**config.mk**
```make
export PLATFORM = sky130hd
export DESIGN_NAME = inst_dispatch_n
export DESIGN_NICKNAME = d
export VERILOG_FILES = /design/src/rtl/inst_dispatch_n_pkg.sv /design/src/rtl/inst_dispatch_n_dispatch_compact.sv /design/src/rtl/inst_dispatch_n.sv
export SDC_FILE = /design/constraint.sdc
export NUM_CORES = 1
export LEC_CHECK = 0
export BUFFER_PORTS_ARGS = -buffer_cell sky130_fd_sc_hd__buf_4
export CAP_MARGIN = 15
export CORE_AREA = 2 2 267 269
export CTS_CLUSTER_SIZE = 8
export DETAILED_ROUTE_END_ITERATION = 7
export DIE_AREA = 0 0 269 271
export SYNTH_ARGS = -nofsm -noshare
export SYNTH_HDL_FRONTEND = slang
export SYNTH_SLANG_ARGS = --single-unit
export TNS_END_PERCENT = 5
```
**constraint.sdc**
```tcl
create_clock -name clk -period 14.2 [get_ports clk]
set_input_delay 4.26 -clock clk [delete_from_list [all_inputs] [get_ports clk]]
set_output_delay 4.26 -clock clk [all_outputs]
set_load 0.03 [all_outputs]
```
**src/rtl/inst_dispatch_n_pkg.sv**
```systemverilog
// Shared types and sizing for the N-wide dispatch stage.
// Holds the rename-lane, issue-bus and ROB-entry layouts, the pointer widths
// (with wrap bit) and the writeback-wakeup match helper.
package inst_dispatch_n_pkg;

   localparam int WIDTH     = 2;
   localparam int ROB_DEPTH = 16;
   localparam int SQ_DEPTH  = 16;
   localparam int WB_PORTS  = 2;
   localparam int PREG_W    = 6;

   localparam int ROB_PTR_W = $clog2(ROB_DEPTH) + 1;
   localparam int SQ_PTR_W  = $clog2(SQ_DEPTH) + 1;
   localparam int CNT_W     = $clog2(WIDTH) + 1;
   localparam int IDX_W     = (WIDTH > 1) ? $clog2(WIDTH) : 1;

   typedef logic [PREG_W-1:0]    reg_addr_t;
   typedef logic [ROB_PTR_W-1:0] rob_ptr_t;
   typedef logic [SQ_PTR_W-1:0]  sq_ptr_t;
   typedef logic [ROB_PTR_W-2:0] rob_idx_t;
   typedef logic [SQ_PTR_W-2:0]  sq_idx_t;

   typedef enum logic [1:0] {
      Inst_Invalid  = 2'd0,
      Inst_Wait     = 2'd1,
      Inst_Complete = 2'd2
   } inst_state_e;

   typedef struct packed {
      logic        ex;
      logic [4:0]  code;
   } exception_t;

   typedef struct packed {
      logic [31:0] raw;
      logic        rf_we;
      logic [4:0]  dest;
   } inst_t;

   typedef struct packed {
      logic        valid;
      logic [31:0] pc;
      inst_t       inst;
      reg_addr_t   phy_dest;
      reg_addr_t   phy_src1;
      reg_addr_t   phy_src2;
      logic        src1_ready;
      logic        src2_ready;
      reg_addr_t   old_dest;
      logic        is_store_op;
      logic        is_movc;
      logic        is_priv;
      logic        is_eret;
      logic        br_taken;
      logic [3:0]  bpu_entry;
      exception_t  exception;
   } rename_lane_t;

   typedef struct packed {
      logic        valid;
      logic [31:0] pc;
      inst_t       inst;
      reg_addr_t   phy_dest;
      reg_addr_t   phy_src1;
      reg_addr_t   phy_src2;
      logic        src1_ready;
      logic        src2_ready;
      rob_idx_t    rob_entry_num;
      sq_idx_t     store_num;
      sq_idx_t     pre_store;
      logic        pre_store_ready;
      logic        is_store_op;
      logic        is_movc;
      logic        is_priv;
      logic        is_eret;
      logic        br_taken;
      logic [3:0]  bpu_entry;
   } decode_to_issue_bus_t;

   typedef struct packed {
      inst_state_e state;
      logic [31:0] pc;
      logic [4:0]  dest;
      reg_addr_t   phy_dest;
      reg_addr_t   old_dest;
      logic        is_store_op;
      logic        is_priv;
      logic        is_eret;
      logic        br_taken;
      logic [3:0]  bpu_entry;
      exception_t  exception;
      logic [31:0] verify_result;
   } rob_entry_t;

   // True when any valid writeback port names this physical register.
   // Register 0 is the hard-wired ready register and is never woken.
   function automatic logic wake_hit(input reg_addr_t                 preg,
                                     input logic [WB_PORTS-1:0]       wb_v,
                                     input reg_addr_t [WB_PORTS-1:0]  wb_p);
      logic hit;
      hit = 1'b0;
      for (int j = 0; j < WB_PORTS; j++) begin
         hit = hit | (wb_v[j] && (wb_p[j] == preg) && (preg != '0));
      end
      return hit;
   endfunction

endpackage

```
**src/rtl/inst_dispatch_n_dispatch_compact.sv**
```systemverilog
// Combinational compaction network for a dispatch group.
// Inputs : valid_i / store_i   per rename lane.
// Outputs: src_idx_o[k]  rename lane feeding output lane k
//          occ_o[k]      output lane k is occupied (k < n)
//          st_pre_o[k]   older valid stores ahead of output lane k
//          n_o / s_o     valid-lane and valid-store counts for the group
module dispatch_compact
   import inst_dispatch_n_pkg::*;
(
   input  logic [WIDTH-1:0]            valid_i,
   input  logic [WIDTH-1:0]            store_i,
   output logic [WIDTH-1:0][IDX_W-1:0] src_idx_o,
   output logic [WIDTH-1:0]            occ_o,
   output logic [WIDTH-1:0][CNT_W-1:0] st_pre_o,
   output logic [CNT_W-1:0]            n_o,
   output logic [CNT_W-1:0]            s_o
);

   logic [WIDTH-1:0][CNT_W-1:0] vpre_s;
   logic [WIDTH-1:0][CNT_W-1:0] spre_s;

   // Exclusive prefix counts of valid lanes and valid stores per input lane
   always_comb begin
      logic [CNT_W-1:0] vc;
      logic [CNT_W-1:0] sc;
      vc = '0;
      sc = '0;
      for (int i = 0; i < WIDTH; i++) begin
         vpre_s[i] = vc;
         spre_s[i] = sc;
         vc = vc + (valid_i[i] ? CNT_W'(1) : CNT_W'(0));
         sc = sc + ((valid_i[i] && store_i[i]) ? CNT_W'(1) : CNT_W'(0));
      end
      n_o = vc;
      s_o = sc;
   end

   // Output lane k takes the valid input lane whose valid prefix equals k
   always_comb begin
      for (int k = 0; k < WIDTH; k++) begin
         src_idx_o[k] = '0;
         occ_o[k]     = 1'b0;
         st_pre_o[k]  = '0;
         for (int i = 0; i < WIDTH; i++) begin
            logic hit;
            hit          = valid_i[i] && (vpre_s[i] == CNT_W'(k));
            src_idx_o[k] = hit ? IDX_W'(i) : src_idx_o[k];
            occ_o[k]     = hit ? 1'b1      : occ_o[k];
            st_pre_o[k]  = hit ? spre_s[i] : st_pre_o[k];
         end
      end
   end

endmodule

```
**src/rtl/inst_dispatch_n.sv**
```systemverilog
// N-wide registered dispatch stage between rename and issue queue / ROB.
// Compacts valid lanes, allocates ROB and store-queue numbers from its own
// speculative tails, checks capacity for the whole group, holds the group
// under back-pressure while snooping writeback wakeups, restores tails on flush.
// Ports: clk/reset (sync, active-high); flush + flush_*_tail restore values;
//        rob_head/store_head committed heads with wrap bit;
//        in_valid/in_ready/in_lane rename handshake; wb_valid/wb_preg wakeups;
//        out_valid/out_accept output handshake; decode_to_issue_bus,
//        map_to_rob_bus, out_cnt registered group outputs.
module inst_dispatch_n
   import inst_dispatch_n_pkg::*;
(
   input  logic                               clk,
   input  logic                               reset,
   input  logic                               flush,
   input  rob_ptr_t                           flush_rob_tail,
   input  sq_ptr_t                            flush_store_tail,
   input  rob_ptr_t                           rob_head,
   input  sq_ptr_t                            store_head,
   input  logic                               in_valid,
   output logic                               in_ready,
   input  rename_lane_t [WIDTH-1:0]           in_lane,
   input  logic [WB_PORTS-1:0]                wb_valid,
   input  reg_addr_t [WB_PORTS-1:0]           wb_preg,
   output logic                               out_valid,
   input  logic                               out_accept,
   output decode_to_issue_bus_t [WIDTH-1:0]   decode_to_issue_bus,
   output rob_entry_t [WIDTH-1:0]             map_to_rob_bus,
   output logic [CNT_W-1:0]                   out_cnt
);

   localparam int RN_W = ROB_PTR_W + 1;
   localparam int SN_W = SQ_PTR_W + 1;

   rob_ptr_t                         rob_tail_q, rob_tail_d;
   sq_ptr_t                          store_tail_q, store_tail_d;
   logic                             out_valid_q, out_valid_d;
   logic [CNT_W-1:0]                 cnt_q, cnt_d;
   decode_to_issue_bus_t [WIDTH-1:0] d2i_q, d2i_d, d2i_new_s;
   rob_entry_t [WIDTH-1:0]           rob_q, rob_d, rob_new_s;

   logic [WIDTH-1:0]            lane_v_s, lane_st_s, occ_s;
   logic [WIDTH-1:0][IDX_W-1:0] src_idx_s;
   logic [WIDTH-1:0][CNT_W-1:0] st_pre_s;
   logic [CNT_W-1:0]            n_s, s_s;
   rob_ptr_t                    rob_occ_s;
   sq_ptr_t                     sq_occ_s;
   logic                        room_s, accept_s;

   // Per-lane valid and store flags for the compaction network
   always_comb begin
      for (int i = 0; i < WIDTH; i++) begin
         lane_v_s[i]  = in_lane[i].valid;
         lane_st_s[i] = in_lane[i].is_store_op;
      end
   end

   dispatch_compact u_compact (
      .valid_i   (lane_v_s),
      .store_i   (lane_st_s),
      .src_idx_o (src_idx_s),
      .occ_o     (occ_s),
      .st_pre_o  (st_pre_s),
      .n_o       (n_s),
      .s_o       (s_s)
   );

   // Whole-group capacity check; occupancy subtraction wraps with the pointer width
   always_comb begin
      rob_occ_s = rob_tail_q - rob_head;
      sq_occ_s  = store_tail_q - store_head;
      room_s    = (({1'b0, rob_occ_s} + RN_W'(n_s)) <= RN_W'(ROB_DEPTH)) &&
                  (({1'b0, sq_occ_s}  + SN_W'(s_s)) <= SN_W'(SQ_DEPTH));
      in_ready  = !flush && room_s && (!out_valid_q || out_accept);
      accept_s  = in_valid && in_ready;
   end

   // Build the compacted group with allocated numbers and incoming wakeups
   always_comb begin
      logic         ex_seen;
      rename_lane_t ln;
      rob_ptr_t     rnum;
      sq_ptr_t      snum;
      sq_ptr_t      pnum;
      ex_seen = 1'b0;
      for (int k = 0; k < WIDTH; k++) begin
         ln   = in_lane[src_idx_s[k]];
         rnum = rob_tail_q + ROB_PTR_W'(k);
         snum = store_tail_q + SQ_PTR_W'(st_pre_s[k]);
         pnum = snum - SQ_PTR_W'(1);
         d2i_new_s[k] = '0;
         rob_new_s[k] = '0;
         if (occ_s[k]) begin
            // an exception in this or any older lane blocks issue for the rest
            ex_seen = ex_seen | ln.exception.ex;
            d2i_new_s[k].valid           = ~ex_seen;
            d2i_new_s[k].pc              = ln.pc;
            d2i_new_s[k].inst            = ln.inst;
            d2i_new_s[k].phy_dest        = ln.phy_dest;
            d2i_new_s[k].phy_src1        = ln.phy_src1;
            d2i_new_s[k].phy_src2        = ln.phy_src2;
            d2i_new_s[k].src1_ready      = ln.src1_ready | wake_hit(ln.phy_src1, wb_valid, wb_preg);
            d2i_new_s[k].src2_ready      = ln.src2_ready | wake_hit(ln.phy_src2, wb_valid, wb_preg);
            d2i_new_s[k].rob_entry_num   = rnum[ROB_PTR_W-2:0];
            d2i_new_s[k].store_num       = snum[SQ_PTR_W-2:0];
            d2i_new_s[k].pre_store       = pnum[SQ_PTR_W-2:0];
            d2i_new_s[k].pre_store_ready = (store_head == store_tail_q) && (st_pre_s[k] == '0);
            d2i_new_s[k].is_store_op     = ln.is_store_op;
            d2i_new_s[k].is_movc         = ln.is_movc;
            d2i_new_s[k].is_priv         = ln.is_priv;
            d2i_new_s[k].is_eret         = ln.is_eret;
            d2i_new_s[k].br_taken        = ln.br_taken;
            d2i_new_s[k].bpu_entry       = ln.bpu_entry;
            rob_new_s[k].state           = ln.exception.ex ? Inst_Complete : Inst_Wait;
            rob_new_s[k].pc              = ln.pc;
            rob_new_s[k].dest            = ln.inst.rf_we ? ln.inst.dest : 5'd0;
            rob_new_s[k].phy_dest        = ln.phy_dest;
            rob_new_s[k].old_dest        = ln.old_dest;
            rob_new_s[k].is_store_op     = ln.is_store_op;
            rob_new_s[k].is_priv         = ln.is_priv;
            rob_new_s[k].is_eret         = ln.is_eret;
            rob_new_s[k].br_taken        = ln.br_taken;
            rob_new_s[k].bpu_entry       = ln.bpu_entry;
            rob_new_s[k].exception       = ln.exception;
            rob_new_s[k].verify_result   = 32'd0;
         end else begin
            rob_new_s[k].state = Inst_Invalid;
         end
      end
   end

   // Next state: flush beats accept, accept beats consume, otherwise hold with wakeup
   always_comb begin
      out_valid_d  = out_valid_q;
      cnt_d        = cnt_q;
      d2i_d        = d2i_q;
      rob_d        = rob_q;
      rob_tail_d   = rob_tail_q;
      store_tail_d = store_tail_q;
      if (flush) begin
         out_valid_d  = 1'b0;
         rob_tail_d   = flush_rob_tail;
         store_tail_d = flush_store_tail;
      end else if (accept_s) begin
         out_valid_d  = (n_s != '0);
         cnt_d        = n_s;
         d2i_d        = d2i_new_s;
         rob_d        = rob_new_s;
         rob_tail_d   = rob_tail_q + ROB_PTR_W'(n_s);
         store_tail_d = store_tail_q + SQ_PTR_W'(s_s);
      end else if (out_accept) begin
         out_valid_d = 1'b0;
      end else if (out_valid_q) begin
         for (int k = 0; k < WIDTH; k++) begin
            d2i_d[k].src1_ready = d2i_q[k].src1_ready | wake_hit(d2i_q[k].phy_src1, wb_valid, wb_preg);
            d2i_d[k].src2_ready = d2i_q[k].src2_ready | wake_hit(d2i_q[k].phy_src2, wb_valid, wb_preg);
         end
      end else begin
         out_valid_d = out_valid_q;
      end
   end

   // State register with synchronous reset
   always_ff @(posedge clk) begin
      if (reset) begin
         out_valid_q  <= 1'b0;
         cnt_q        <= '0;
         d2i_q        <= '0;
         rob_q        <= '0;
         rob_tail_q   <= '0;
         store_tail_q <= '0;
      end else begin
         out_valid_q  <= out_valid_d;
         cnt_q        <= cnt_d;
         d2i_q        <= d2i_d;
         rob_q        <= rob_d;
         rob_tail_q   <= rob_tail_d;
         store_tail_q <= store_tail_d;
      end
   end

   assign out_valid           = out_valid_q;
   assign out_cnt             = cnt_q;
   assign decode_to_issue_bus = d2i_q;
   assign map_to_rob_bus      = rob_q;

endmodule

```
# Word-level counts from Yosys, hierarchy flattened
# Index checks and enable logic that the tools add are counted.
dict set report word_totals {
  ff_bits 433
  out_inout_bits 424
}
dict set report classes {
  n_addsub 13
  order_cmp 4
  n_eq_ne 19
  muxes 37
  n_bitwise 20
  reduce_logical 63
}
# operator count
set ops {}
lappend ops {{two-way mux 111 bit} 4}
lappend ops {{two-way mux 113 bit} 2}
lappend ops {{two-way mux 95 bit} 2}
lappend ops {{equality test 6 bit} 16}
lappend ops {{nonzero test 6 bit} 8}
lappend ops {{logical AND 1 bit} 42}
lappend ops {{two-way mux 5 bit} 6}
lappend ops {{two-way mux 2 bit} 12}
lappend ops {{OR 1 bit} 17}
lappend ops {{adder 5 x 2 -> 6 bit} 2}
lappend ops {{less-or-equal comparator 6 x 5 -> 1 bit (second input constant)} 2}
lappend ops {{two-way mux 1 bit} 11}
lappend ops {{adder 5 x 2 -> 5 bit} 2}
lappend ops {{subtractor 5 bit} 2}
lappend ops {{adder 4 x 2 -> 4 bit} 2}
lappend ops {{nonzero test 2 bit} 4}
lappend ops {{subtractor 4 x 1 -> 4 bit (second input constant)} 2}
lappend ops {{zero test 2 bit} 3}
lappend ops {{equality test 5 bit} 1}
lappend ops {{adder 2 bit} 2}
lappend ops {{adder 4 x 1 -> 4 bit (second input constant)} 1}
lappend ops {{< comparator 1 x 2 -> 1 bit (second input constant)} 2}
lappend ops {{inverter 1 bit} 3}
lappend ops {{AND reduction 3 bit} 1}
lappend ops {{other kinds (6)} 7}

# Longest topological paths before layout
# Gate-level depths: netlist of run 1.
dict set report depth {
  ltp_word 13
  ltp_mapped 17
}

# Hierarchy
# A second synthesis of run 1 with hierarchy kept.
dict set report hier_totals {
  hier_cells 2039
  area_unflattened_um2 17165.2
}
# module n_inst cells_per_inst area_per_inst_um2
set by_module_without_submodules {}
lappend by_module_without_submodules {inst_dispatch_n 1 2023 17043.8}
lappend by_module_without_submodules {dispatch_compact 1 16 121.4}

# Least setup slack after synthesis of run 1
# OpenSTA, ideal clock, no wires.
dict set report synth_path {
  path_kind {input -> output}
  startpoint {input in_lane[111] (netlist name)}
  endpoint {output in_ready}
  t_arrival_ns 7.680
  setup_slack_ns 2.260
  stages 14
  cell_sequence {ha_1 > clkbuf_1 > clkbuf_1 > inv_1 > fa_1 > nand2b_1 > o21ai_0 > nor3_1 > o2bb2ai_1 > o221ai_2 > buf_2 > clkbuf_1 > clkbuf_1 > a21oi_1}
}
dict set report synth_between {
  elab_chain_len 8
  elab_cells_between_ends 12
  classes_between {add/sub: 4; order compare: 2; mux: 2; reduce/logical: 4}
}
# item line
set synth_rtl {}
lappend synth_rtl {{start: declaration} inst_dispatch_n.sv:22} ;# input rename_lane_t [WIDTH-1:0] in_lane,
lappend synth_rtl {{logical AND 1 bit} inst_dispatch_n_dispatch_compact.sv:32} ;# sc = sc + ((valid_i[i] && store_i[i]) ? CNT_W'(1) : CNT_W'(0));
lappend synth_rtl {{two-way mux 1 bit} inst_dispatch_n_dispatch_compact.sv:32}
lappend synth_rtl {{adder 2 bit} inst_dispatch_n_dispatch_compact.sv:32}
lappend synth_rtl {{adder 5 x 2 -> 6 bit} inst_dispatch_n.sv:73} ;# (({1'b0, sq_occ_s} + SN_W'(s_s)) <= SN_W'(SQ_DEPTH));
lappend synth_rtl {{less-or-equal comparator 6 x 5 -> 1 bit} inst_dispatch_n.sv:73}
lappend synth_rtl {{logical AND 1 bit (*)} inst_dispatch_n.sv:72} ;# room_s = (({1'b0, rob_occ_s} + RN_W'(n_s)) <= RN_W'(ROB_DEPTH)) &&
lappend synth_rtl {{logical AND 1 bit (*) (2 in a row)} inst_dispatch_n.sv:74} ;# in_ready = !flush && room_s && (!out_valid_q || out_accept);
lappend synth_rtl {{end: declaration} inst_dispatch_n.sv:21} ;# output logic in_ready,
# Mark *: on every way between the ends. The rest lies on a longest branch, timed or not.

# Final worst setup path of run 1
dict set report layout_path {
  startpoint {input rob_head[0]}
  endpoint {output in_ready}
}
dict set report layout_between {
  elab_chain_len 6
}
# item line
set layout_rtl {}
lappend layout_rtl {{start: declaration} inst_dispatch_n.sv:18} ;# input rob_ptr_t rob_head,
lappend layout_rtl {{subtractor 5 bit} inst_dispatch_n.sv:70} ;# rob_occ_s = rob_tail_q - rob_head;
lappend layout_rtl {{adder 5 x 2 -> 6 bit} inst_dispatch_n.sv:72}
lappend layout_rtl {{less-or-equal comparator 6 x 5 -> 1 bit} inst_dispatch_n.sv:72}
lappend layout_rtl {{logical AND 1 bit} inst_dispatch_n.sv:72}
lappend layout_rtl {{logical AND 1 bit (2 in a row)} inst_dispatch_n.sv:74}
# No other way between the ends.

==> metrics.yaml, run 1 <==
setup_path:
  path_class: "in -> out"
  cp-end-kind: "output port"
  path_buf_inv: 5
  crit_fanout: 201
  cpPeakStageDelay_ns: 0.56
  critPathTopFamily: "buffers and inverters"
  crit_chain: "buf_4 -> ha_1 -> inv_1 -> fa_1 -> inv_1 -> fa_1 -> nand2b_1 -> o21ai_0 -> nor3_1 -> o2bb2ai_1 -> o221ai_4 -> buf_12 -> a21oi_1 -> buf_4"
  crit_arrival_ns: 7.32
  cp.required_ns: 9.94
  start_kind: "primary input"
  cpMaxStageDelayCell: "buf_12"
floorplan:
  num_rows: 97
  die_h_um: 271
  start_util: 0.227
  die_w_um: 269
  pin_count: 687
  core_area_mm2: 0.0698
  dieArea_mm2: 0.0729
global_route:
  grt_pass1_vias: 15502
  antenna_found_initial: 3
  grt-ovfl-total: 0
  track_usage: 0.183
  grt_max_degree: 202
  grt_pass1_wl_mm: 103
synthesis:
  ys.flop_type: "dfxtp_1"
  synth_edf_count: 0
  ys_ff_latch: 274
  syn_area_per_cell_um2: 8.30
  synth_compound_area_frac: 0.192
  synth_top_family_by_area: "compound AO/OA/AOI/OAI gates"
  yosys.cell_types.count: 55
  synth_xor_area_frac: 0.0619
  synth_seq_area_share: 0.346
  yosys_warnings: 0
  netlist_instances: 1909
  synth_simple_gate_area_frac: 0.151
  synth_fa_ha_area_frac: 0.0289
  syn_area_mm2: 0.0158
  muxShareOfSynthArea: 0.0849
  synth-async-reset-ratio: 0
clocking:
  postCtsHoldBufs: 0
  cts_resized: 0
  clock_path_buffers: 3
  path_clk_slew_ns: 0.05
  clk-insertion-delay-late_ns: 0.55
  numClockSinks: 274
  h-tree-depth: 2
  cts_setup_buffers: 0
  numCtsBuffers: 41
  cts_root_buffer: "clkbuf_16"
  cts_tree: "built"
cells_and_area:
  post-route-cell-area_mm2: 0.0213
  nets: 2585
  drive_above_1_share: 0.343
  multiInputGateArea_mm2: 0.00851
  ff_latch_area_mm2: 0.00549
  num-fill-cells: 7487
  area_growth_pct: 34.3
drt:
  first_iter_violations: 1362
  firstDrtPassIters: 5
  via_per_inst: 5.04
  routed_wl_mm: 70.7
  drc_errors: 0
  num_vias: 16336
  ant_nets: 0
  wl_per_cell_um: 21.8
timing:
  fin_crit_ns: 11.58
  min_period_over_period: 0.815
  worst_pin_slew_ns: 1.04
  finalSetupViolations: 0
  max_freq_mhz: 86.4
  hold_viol: 0
  whs_ns: 0.469
  tns_ns: 0
  skew_ns: 0.0128
  slew_headroom: 0.307
  drv_slew: 0
  rsz0062_at_grt: "no"
power:
  ir_drop_v: 0.0000677
  power.total_mw: 2.44
  powerDensity_mw_per_mm2: 115
  p_leak_nw: 8.44
job:
  cap_violations: 0
placement:
  hpwl_mm: 49.2
  port_buffers: 622
  placed_area_mm2: 0.0201
  gp_congestion: 0.887
min_path:
  hp-class: "reg -> reg"
outcome:
  outcome: "completed"
-- synth_stat cells, types with 3 or more instances --
cell,instances,area (um2)
a21o_1,3,22.5
a21oi_1,268,1340
a311oi_1,6,52.6
a31oi_1,3,18.8
and2_1,3,18.8
and3_1,6,37.5
and4_1,4,35.0
buf_1,9,33.8
buf_2,28,140
buf_4,160,1200
clkbuf_1,167,627
dfxtp_1,274,5490
fa_1,6,120
ha_1,27,338
inv_1,28,105
mux2_2,90,1010
mux2i_1,33,330
nand2_1,10,37.5
nand2b_1,8,50.1
nand3_1,18,90.1
nand4_1,250,1560
nor2_1,24,90.1
nor2b_1,3,18.8
nor3_1,14,70.1
nor4_1,21,131
o211ai_1,4,30.0
o21ai_0,264,1320
o22ai_1,7,43.8
or3_1,3,18.8
or4_1,26,195
xnor2_1,54,473
xor2_1,58,508
-- logic make-up (layout without fill, tap and decap cells) --
logic type | Yosys count | after routing
other | 1 | 65
xor gates and xnor gates | 112 | 112
and+or+nand+nor | 394 | 394
muxes | 123 | 123
adders and majority gates | 33 | 33
AOI/OAI and AO/OA | 577 | 577
buffers and inverters | 395 | 721
DFF | 274 | 274
-- flip-flops by register name (all words and copies together), names as in the netlist --
register	flops
decode_to_issue_bus	225
map_to_rob_bus	36
out_cnt	2
out_valid	1
rob_tail_q	5
store_tail_q	5
-- worst paths after layout --
kind,cells after the start,startpoint,endpoint,slack [ns]
setup / recovery,14,rob_head[0],in_ready,2.62
hold / removal,2,decode_to_issue_bus[7],decode_to_issue_bus[7],0.47
setup reg to reg,15,store_tail_q[0],decode_to_issue_bus[209],9.16
hold reg to reg,2,decode_to_issue_bus[7],decode_to_issue_bus[7],0.47
-- worst reg2reg max path, stage by stage, from the launching register on --
cell and delay, ns:
dfxtp_1 0.43, inv_1 0.15, ha_1 0.22, inv_1 0.07
fa_1 0.43, inv_1 0.10, fa_1 0.42, nand2b_1 0.14
o21ai_0 0.11, o32ai_1 0.28, o41a_1 0.34, a21bo_4 0.16
buf_4 0.71, buf_4 0.86, o21ai_0 0.37, a21oi_1 0.17
-- metal layers --
metal,GRT usage,routed length (um),vias up
met5,0,30,-
met4,0.0534,1710,4
met3,0.0477,5820,103
met2,0.304,34100,704
met1,0.230,29000,7994
li1,-,-,7531
-- power breakdown --
part | internal, mW | total, mW | switching, mW
Combinational | 0.203 | 0.689 | 0.487
Sequential | 0.801 | 0.831 | 0.0296
Clock | 0.545 | 0.916 | 0.371
-- layout by cell type, fill, tap and decap left out, types with 27 or more instances in the layout --
master | synthesis | final
buf_4 | 160 | 638
mux2i_1 | 33 | 33
o21ai_0 | 264 | 264
clkbuf_16 | 0 | 43
a21oi_1 | 268 | 268
dfxtp_1 | 274 | 274
mux2_2 | 90 | 90
inv_1 | 28 | 27
xor2_1 | 58 | 58
xnor2_1 | 54 | 54
conb_1 | 1 | 64
nand4_1 | 250 | 250
-- area by class of cell --
cell class                      instances  area share
Multi-Input combinational cell       1303       0.400
Sequential cell                       274       0.258
Timing Repair Buffer                  641       0.228
Tap cell                              940      0.0553
Clock buffer                           49      0.0526
Inverter                               28     0.00506
Clock inverter                          3    0.000882
Antenna cell                            1    0.000118
-- through the flow --
step,cells,setup slack [ns],util
after floorplan,1972,2.26,-
after global placement,3186,2.63,0.288
after detailed placement,3186,2.61,0.288
after CTS,3238,2.60,0.305
after global routing,3238,2.44,0.305
final,3239,2.62,0.305
Power figures use the tool's default switching activity.
==> run 2, diff against run 1 <==
ABC_AREA = 1   (was not set)
CORE_AREA = 2 2 268 270   (was 2 2 267 269)
DIE_AREA = 0 0 270 272   (was 0 0 269 271)
clock period = 11 ns   (was 14.2 ns; I/O delays follow)
==> metrics.yaml, run 2 <==
global_route:
  track_usage: 0.178
  grt-ovfl-total: 0
  antenna_found_initial: 3
  grt_max_degree: 184
  grt_pass1_wl_mm: 102
  grt_pass1_vias: 16200
cells_and_area:
  multiInputGateArea_mm2: 0.00819
  area_growth_pct: 34.5
  drive_above_1_share: 0.245
  ff_latch_area_mm2: 0.00549
  most-common-layout-cells: "835 x nand2_1, 639 x buf_4, 375 x a21oi_1"
  num-fill-cells: 7881
  largest_reg_flops: 225
  final_common_cell: "nand2_1"
  post-route-cell-area_mm2: 0.0213
  nets: 3152
setup_path:
  cp.required_ns: 7.70
  crit_fanout: 30
  cp-end-kind: "output port"
  r2r_cells: 16
  regToRegStartpoint: "rob_tail_q[0]"
  cpMostUsedCell: "buf_4"
  crit_arrival_ns: 5.53
  path_class: "in -> out"
  crit_end: "in_ready"
  crit_chain: "buf_4 -> ha_4 -> clkinv_1 -> fa_1 -> nand3b_1 -> a21oi_1 -> nand3_1 -> nand2_1 -> nand3_2 -> inv_1 -> buf_4"
  start_kind: "primary input"
  r2r-end: "map_to_rob_bus[132]"
  cpPeakStageDelay_ns: 0.47
  regToRegSetupSlack_ns: 6.55
  crit_start: "in_lane[223]"
  cpMaxStageDelayCell: "fa_1"
synthesis:
  yosys_warnings: 0
  syn_area_mm2: 0.0158
  synth.area.top_cells: "dfxtp_1 35%, nand2_1 20%, a21oi_1 12%"
  syn_area_per_cell_um2: 6.52
  yosysMostFrequentCell: "nand2_1"
  synth_top_area_cell: "dfxtp_1"
  synth_top_area_frac: 0.346
  ys.flop_type: "dfxtp_1"
  yosys.cell_types.count: 35
  ys_ff_latch: 274
  synth_seq_area_share: 0.346
  synth_edf_count: 0
  netlist_instances: 2429
  synth-async-reset-ratio: 0
  synth_common_cells: "835 x nand2_1, 375 x a21oi_1, 274 x dfxtp_1, 234 x nand3_1, 177 x buf_4"
floorplan:
  die_h_um: 272
  num_rows: 98
  pin_count: 687
  dieArea_mm2: 0.0734
  start_util: 0.224
  die_w_um: 270
  core_area_mm2: 0.0708
clocking:
  postCtsHoldBufs: 0
  numCtsBuffers: 41
  path_clk_slew_ns: 0.05
  clock_path_buffers: 3
  clk-insertion-delay-late_ns: 0.58
  cts_resized: 0
  cts_tree: "built"
  cts_setup_buffers: 0
  cts_root_buffer: "clkbuf_16"
  numClockSinks: 274
  h-tree-depth: 2
timing:
  finalSetupViolations: 0
  hold_viol: 0
  rsz0062_at_grt: "no"
  tns_ns: 0
  fin_crit_ns: 8.83
  worst_pin_slew_ns: 1.37
  skew_ns: 0.0358
  max_freq_mhz: 113
  min_period_over_period: 0.803
  drv_slew: 0
  post-route-worst-setup-slack_ns: 2.17
  slew_headroom: 0.0853
min_path:
  hold_depth: 2
  min-delay-start: "decode_to_issue_bus[79]"
  hp-class: "reg -> reg"
drt:
  ant_nets: 0
  num_vias: 17480
  via_per_inst: 4.58
  firstDrtPassIters: 7
  routed_wl_mm: 69.5
  wl_per_cell_um: 18.2
  first_iter_violations: 1262
  drc_errors: 0
placement:
  hpwl_mm: 50.3
  port_buffers: 622
  placed_area_mm2: 0.0202
  gp_congestion: 0.931
  dp_slack_ns: 2.13
power:
  power.total_mw: 2.87
  p_leak_nw: 9.41
  ir_drop_v: 0.000102
  powerDensity_mw_per_mm2: 135
job:
  cap_violations: 0
outcome:
  outcome: "completed"
-- run 2: cell count changes in the layout (fill, tap and decap cells not counted), sizes merged, moves of 26 or more --
cell   previous run  this run
xor2             58        17
nand4           250        21
mux2             90         0
a21oi           268       375
mux2i            33         0
xnor2            54         9
o21ai           264        40
inv              29       120
nor2             24        90
nand2            10       836
nand3            18       235
or4              26         0
-- run 2: cell type report --
cell class | instances | area share
Timing Repair Buffer | 641 | 0.227
Sequential cell | 274 | 0.257
Tap cell | 950 | 0.0558
Antenna cell | 1 | 0.000117
Inverter | 126 | 0.0223
Multi-Input combinational cell | 1772 | 0.384
Clock buffer | 48 | 0.0499
Clock inverter | 5 | 0.00358
-- run 2: how the worst min path moves through the flow --
stage               slack (ns)                       end
detailed placement        0.46  decode_to_issue_bus[187]
global route              0.48  decode_to_issue_bus[172]
CTS                       0.46  decode_to_issue_bus[187]
floorplan                 0.49           store_tail_q[4]
finish                    0.46   decode_to_issue_bus[79]
global placement          0.45   decode_to_issue_bus[60]
-- run 2: per-layer routing --
metal,part of all wire,wire [um],up-vias,track usage
met5,0,0,-,0
met4,0.026,1840,0,0.0575
met3,0.085,5920,104,0.0424
met2,0.48,33100,795,0.298
met1,0.41,28600,8090,0.225
li1,-,-,8491,-
-- run 2: power breakdown --
group | internal, mW | switching (mW) | leakage [nW]
Combinational | 0.213 | 0.429 | 6.64
Clock | 0.679 | 0.487 | 0.555
Sequential | 1.03 | 0.0323 | 2.21
Total | 1.92 | 0.949 | 9.41
-- run 2: cells by family (layout without fill, tap and decap cells) --
family	Yosys count	after routing	synth area share
and+or+nand+nor	1211	1211	0.314
buffers and inverters	446	820	0.155
AOI/OAI and AO/OA	438	438	0.141
DFF	274	274	0.346
adders and majority gates	33	33	0.0289
xor gates and xnor gates	26	26	0.0144
other	1	65	0.000237
-- run 2: through the flow --
step	instances	util	hold WS, ns
finish	3817	0.301	0.462
floorplan	2492	-	0.490
CTS	3816	0.301	0.464
global placement	3763	0.285	0.452
global route	3816	0.301	0.482
detailed placement	3763	0.285	0.456
-- run 2: worst max-delay path: cells and delay by family --
kind / cells / cell delay, ns
and+or+nand+nor: 4 / 0.55
AOI/OAI and AO/OA: 1 / 0.17
adders and majority gates: 2 / 0.91
buffers and inverters: 4 / 0.60
